### config.mk
export PLATFORM = sky130hd
export DESIGN_NAME = unidade_controle
export DESIGN_NICKNAME = d
export VERILOG_FILES = /design/src/rtl/unidade_controle.sv
export SDC_FILE = /design/constraint.sdc
export NUM_CORES = 1
export LEC_CHECK = 0
export ABC_AREA = 1
export CAP_MARGIN = 40
export CORE_MARGIN = 4
export CORE_UTILIZATION = 35
export CTS_BUF_LIST = sky130_fd_sc_hd__clkbuf_2
export CTS_CLUSTER_SIZE = 10
export DETAILED_ROUTE_END_ITERATION = 10
export PLACE_DENSITY = 0.77
export SYNTH_ARGS = -nofsm -noshare
export SYNTH_HDL_FRONTEND = slang
export SYNTH_SLANG_ARGS = --single-unit
### constraint.sdc
create_clock -name clk -period 3.2 [get_ports clk]
set_input_delay 0.64 -clock clk [delete_from_list [all_inputs] [get_ports clk]]
set_output_delay 0.64 -clock clk [all_outputs]
set_load 0.02 [all_outputs]
### src/rtl/unidade_controle.sv
// Multi-cycle MIPS main control FSM: opcode decode plus per-state datapath enables.
// Define UNIDADE_CONTROLE_ADDI_EN to build the addi states (ADDIEX/ADDIWB).
module unidade_controle (
  input  logic       clk,
  input  logic       rst_n,
  input  logic [5:0] opcode,
  output logic       pcwrite,
  output logic       pcwritecond,
  output logic       iord,
  output logic       memread,
  output logic       memwrite,
  output logic       irwrite,
  output logic       memtoreg,
  output logic       regdst,
  output logic       regwrite,
  output logic       alusrca,
  output logic [1:0] alusrcb,
  output logic [1:0] pcsrc,
  output logic [1:0] aluop,
  output logic       invalido,
  output logic [3:0] estado
);

  typedef enum logic [3:0] {
    INICIO   = 4'd0,
    FETCH    = 4'd1,
    DECODE   = 4'd2,
    MEMADR   = 4'd3,
    MEMREAD  = 4'd4,
    MEMWB    = 4'd5,
    MEMWRITE = 4'd6,
    REXEC    = 4'd7,
    RWB      = 4'd8,
    BEQ      = 4'd9,
    JUMP     = 4'd10,
    ADDIEX   = 4'd11,
    ADDIWB   = 4'd12,
    ILEGAL   = 4'd13
  } estado_t;

  localparam logic [5:0] OP_LW   = 6'b100011;
  localparam logic [5:0] OP_SW   = 6'b101011;
  localparam logic [5:0] OP_R    = 6'b000000;
  localparam logic [5:0] OP_BEQ  = 6'b000100;
  localparam logic [5:0] OP_J    = 6'b000010;
`ifdef UNIDADE_CONTROLE_ADDI_EN
  localparam logic [5:0] OP_ADDI = 6'b001000;
`endif

  estado_t    estado_q, estado_d;
  logic [1:0] aluop_next;

  // NOTE: state flops use non-blocking assignments so every flop samples pre-edge values.
  always_ff @(posedge clk or negedge rst_n) begin
    if (!rst_n) estado_q <= INICIO;
    else        estado_q <= estado_d;
  end

  always_comb begin
    estado_d = INICIO;
    unique case (estado_q)
      INICIO:   estado_d = FETCH;
      FETCH:    estado_d = DECODE;
      DECODE: begin
        case (opcode)
          OP_LW, OP_SW: estado_d = MEMADR;
          OP_R:         estado_d = REXEC;
          OP_BEQ:       estado_d = BEQ;
          OP_J:         estado_d = JUMP;
`ifdef UNIDADE_CONTROLE_ADDI_EN
          OP_ADDI:      estado_d = ADDIEX;
`endif
          default:      estado_d = ILEGAL;
        endcase
      end
      MEMADR:   estado_d = (opcode == OP_SW) ? MEMWRITE : MEMREAD;
      MEMREAD:  estado_d = MEMWB;
      MEMWB:    estado_d = FETCH;
      MEMWRITE: estado_d = FETCH;
      REXEC:    estado_d = RWB;
      RWB:      estado_d = FETCH;
      BEQ:      estado_d = FETCH;
      JUMP:     estado_d = FETCH;
`ifdef UNIDADE_CONTROLE_ADDI_EN
      ADDIEX:   estado_d = ADDIWB;
      ADDIWB:   estado_d = FETCH;
`endif
      ILEGAL:   estado_d = FETCH;
      default:  estado_d = INICIO;
    endcase
  end

  // NOTE: every output gets a default before the case so no latch is inferred.
  always_comb begin
    pcwrite     = 1'b0;
    pcwritecond = 1'b0;
    iord        = 1'b0;
    memread     = 1'b0;
    memwrite    = 1'b0;
    irwrite     = 1'b0;
    memtoreg    = 1'b0;
    regdst      = 1'b0;
    regwrite    = 1'b0;
    alusrca     = 1'b0;
    alusrcb     = 2'b00;
    pcsrc       = 2'b00;
    invalido    = 1'b0;
    case (estado_q)
      FETCH: begin
        memread = 1'b1;
        irwrite = 1'b1;
        pcwrite = 1'b1;
        alusrcb = 2'b01;
      end
      DECODE:   alusrcb = 2'b11;
      MEMADR: begin
        alusrca = 1'b1;
        alusrcb = 2'b10;
      end
      MEMREAD: begin
        memread = 1'b1;
        iord    = 1'b1;
      end
      MEMWB: begin
        regwrite = 1'b1;
        memtoreg = 1'b1;
      end
      MEMWRITE: begin
        memwrite = 1'b1;
        iord     = 1'b1;
      end
      REXEC:    alusrca = 1'b1;
      RWB: begin
        regwrite = 1'b1;
        regdst   = 1'b1;
      end
      BEQ: begin
        alusrca     = 1'b1;
        pcwritecond = 1'b1;
        pcsrc       = 2'b01;
      end
      JUMP: begin
        pcwrite = 1'b1;
        pcsrc   = 2'b10;
      end
`ifdef UNIDADE_CONTROLE_ADDI_EN
      ADDIEX: begin
        alusrca = 1'b1;
        alusrcb = 2'b10;
      end
      ADDIWB:   regwrite = 1'b1;
`endif
      ILEGAL:   invalido = 1'b1;
      default: ;
    endcase
  end

  // aluop follows the state being entered so the registered ALU command lines up with it.
  always_comb begin
    aluop_next = 2'b00;
    case (estado_d)
      REXEC:   aluop_next = 2'b10;
      BEQ:     aluop_next = 2'b01;
      default: aluop_next = 2'b00;
    endcase
  end

  assign aluop  = rst_n ? aluop_next : 2'b00;
  assign estado = estado_q;

endmodule

# Yosys cells after proc, flatten, opt, wreduce, memory -nomap -nowiden
# Index checks and enable logic that the tools add are counted.
# word_totals
regBits	4
out_inout_bits	21
wordCells	45
# op_classes
n_eq_ne	17
n_mux	18
n_reduce_logical	9
# ops
op	count
4-bit one-hot mux with 6 select lines	1
4-bit by 3-bit equality test with 1-bit output (second input constant)	5
4-bit equality test (second input constant)	5
4-bit one-hot mux with 4 select lines	1
6-bit equality test (second input constant)	2
1-bit two-way mux	11
2-bit OR reduction	5
4-bit by 2-bit equality test with 1-bit output (second input constant)	2
2-bit one-hot mux with 2 select lines	2
7-bit OR reduction	1
6-bit by 2-bit equality test with 1-bit output (second input constant)	1
6-bit by 3-bit equality test with 1-bit output (second input constant)	1
6-bit zero test	1
2-bit one-hot mux with 3 select lines	1
4-bit by 1-bit equality test with 1-bit output (second input constant)	1
4-bit zero test	1
2-bit two-way mux	2
3-bit OR reduction	1

# Depth between registers and ports, before layout
# logic_depth
depth_word	7
mapped_depth	8

# Least setup slack after synthesis
# No wires, ideal clock.
# synth_timing
path_kind	reg-to-output
startpoint	reg estado_q[3] (netlist: estado[3])
endpoint	out aluop[1]
t_arrival_ps	1494
setup_slack_ps	1066
stages_incl_launch_ff	8
path_buffers	0
path_cell_list	dfrtp_1 inv_1 nand2_2 nor2_2 a22oi_2 nand2_2 nand2_1 nor2_1
# synth_between
elab_chain_len	6
word_cells_on_any_way	18
# synth_rtl
element	line	text
from (decl)	50	estado_t estado_q, estado_d;
from (signal assigned)	56	else estado_q <= estado_d;
4-bit equality test (tied with other cells)	61	unique case (estado_q)
7-bit OR reduction (no line)	n/a	
4-bit one-hot mux with 6 select lines *	61	
named net estado_d[2]	50	
4-bit equality test / 4-bit by 3-bit equality test with 1-bit output (equally long branches)	161	case (estado_d)
2-bit one-hot mux with 2 select lines *	161	
2-bit two-way mux *	168	assign aluop = rst_n ? aluop_next : 2'b00;
to (decl)	19	output logic [1:0] aluop,
# The timed path passes the listed nets; every way through them passes the cells marked *.

# Final worst setup path
# layout_timing
startpoint	in opcode[1]
endpoint	out aluop[0]
# layout_between
elab_chain_len	7
word_cells_on_any_way	13
# layout_rtl
element	line	text
from (decl)	6	input logic [5:0] opcode,
6-bit equality test, on equally long branches	65, 76	
2-bit OR reduction	65	case (opcode)
4-bit one-hot mux with 4 select lines	65	
4-bit one-hot mux with 6 select lines *	61	
4-bit equality test / 4-bit by 3-bit equality test with 1-bit output (equally long branches)	161	
2-bit one-hot mux with 2 select lines *	161	
2-bit two-way mux *	168	
# Mark *: on every way between the ends. The rest lies on a longest branch, timed or not.

==> impl_results.md <==
- Clock Skews: 9.07 ps
- Post-synth EDFFs: 0
- Postcts setup bufs: 0
- Bufs and invs on worst path: 2
- Root buffer cell: clkbuf_2
- Final Max Slew Viols: 0
- Final Power: 0.000792 W
- DR DRC count: 0
- Antenna violations before repair: 0
- Share of layout cells above drive strength 1: 0.144
- Routed Antenna Nets: 0
- Final setup vio count: 0
- Critical path class: in2out
- HPWL after DPL: 1130 microns
- Prevailing post-synth register cell: dfrtp_1
- Pin count of the biggest net entering global routing: 8
- Largest register FFs: 4
- Worst Path Arrival: 2360 ps
- Global-route wire length before repair: 2220 microns
- Layout Area Growth over Synthesis: 67.0%
- Fmax: 0.333 GHz
- Lkg Pwr: 0.350 nW
- H-tree levels: 1
- Cell Area, Synth: 459 sq um
- DR WL/cell: 11.3 microns
- TNS Setup: 0 ps
- Via count: 584
- Syn_nets: 82
- Slowest stage cell on the critical path: clkdlybuf4s50_1
- Diode count: 0
- YS warnings: 0
- Most instantiated library cell after synthesis: nor2_1
- GP Congestion: 0.787
- Total of max-cap violations: 0
- Tmin final: 3000 ps
- Die height: 44.2 microns
- Starting Density: 0.392
- Worst setup EP type: primary output
- Most frequent cells after synthesis: nor2_1 (20), nand2_1 (12), inv_1 (10), nand3_1 (10)
- Layout fillers: 117
- Max VDD drop: 0.498 mV
- Worst Reg-to-Reg Cells: 5
- Mapped Cells: 74
- Pwr Density: 1030 nW/um^2
- Sink Count: 4
- Overall routed net length: 1330 microns
- GR met3 Demand/Resource: 0.0366
- Synth top area cells: dfrtp_1 (22%), nor2_1 (16%), nand3_1 (11%)
- Crit Path Max Fanout: 4
- End-of-flow core utilization: 0.655
- Period utilization: 0.939
- Cell family with most CP delay: buffers and inverters
- Total GRT Usage: 0.149
- CTS tree: yes
- Vias in the first global route: 542
- RSZ-0062 raised after global routing: false
- Crit path cell chain: clkdlybuf4s50_1, nand2_1, nor2_1, nand2_1, nor2_1, nor2_1, nand4_1, nor2_1, clkdlybuf4s50_1
- Total grt overflow: 0
- Core box area: 1170 sq um
- Share of Yosys cell area claimed by the top area cell type: 0.218
- Vias per cell: 4.95
- Worst path most repeated cell: nor2_1
- Most crowded layer after global routing: met2
- Worst-Skew Late Latency: 210 ps
- Slowest cell delay on critical path: 600 ps
- Row cnt: 12
- GR Layer Usage met2: 0.256
- Final Net Count: 114
- Worst slew margin: 0.812
- Die ar.: 1960 sq um
- CTS clk-pin slew, worst paths: 50 ps
- Hold Fails Final Rpt: 0
- HP Class: in2async
- Violation count after the first detailed-route iteration: 13
- Outcome: complete, no violations
- Seq/Total Area, Yosys: 0.218
- Ports: 29
- Average size of a mapped cell: 6.21 sq um
- Setup crit start kind: input pin
- Clock buffer depth: 2
- Req. time, crit path: 2560 ps
- Crit. path cell count: 9
- I/O Buffers: 28
- Grt met1 use: 0.171
- Least-Margin Pin Slew: 281 ps
- DRT Pass-1 Iters: 4
- Synth area leader: dfrtp_1
- Number of buffers created by CTS: 3
- Die X: 44.2 microns
- Ys async rst share: 1.00
- Synth unique cells: 17
- #FFs+latches synth: 4
[per-stage QoR]
stage / area (sq um) / hold slack (ps) / setup slack, ps / std cells
floorplan: 459 / 344 / 1070 / 74
global placement: 749 / 707 / 131 / 115
detailed placement: 749 / 714 / 115 / 115
CTS: 764 / 668 / 94.5 / 118
global route: 767 / 663 / 81.2 / 118
finish: 767 / 666 / 196 / 118
[worst paths after layout]
| path | startpoint | to | slack [ps] |
|---|---|---|---|
| max in group asynchronous | rst_n | estado[1] | 2320 |
| worst min-delay path | rst_n | estado[0] | 670 |
| worst min register to register | estado[1] | estado[0] | 710 |
| worst max-delay path | opcode[1] | aluop[0] | 200 |
| min in group clk | estado[1] | estado[0] | 710 |
| worst max register to register | estado[0] | estado[2] | 1980 |
[timing repair]
action	CTS	global route
gates resized for setup	0	1
endpoints found under the hold margin	0	0
hold buffers	0	0
setup endpoints to repair	0	1
[logic make-up (layout without fill, tap and decap cells)]
kind of cell	count (synthesis)	count (layout)	share of synthesized area
AOI/OAI and AO/OA	5	5	0.0763
buffers and inverters	12	42	0.112
DFF	4	4	0.218
and+or+nand+nor	53	53	0.594
[per-layer routing]
metal	routed length, microns	share of wire
met1	532	0.40
met2	657	0.49
met3	121	0.091
met4	21	0.016
met5	0	0
[layout by cell type, fill, tap and decap left out, drive strengths merged]
master and count:
dlymetal6s2s 1, dfrtp 4, nand3 11, nand4 2, a22oi 1, o22ai 2, inv 11, nand2 16
clkbuf 3, o21ai 2, nor2 24, clkdlybuf4s50 27
[report_power, final]
group          internal, W  switching [W]
Clock            0.0000252      0.0000200
Combinational     0.000265       0.000370
Sequential       0.0000738      0.0000379
[final cells by class]
class,count,area [sq um],share of cell area
Clock buffer,3,15.0,0.0196
Sequential cell,4,100,0.131
Inverter,11,43.8,0.0571
Tap cell,14,17.5,0.0228
Multi-Input combinational cell,58,308,0.401
Timing Repair Buffer,28,283,0.369
(Power assumes the default switching activity.)
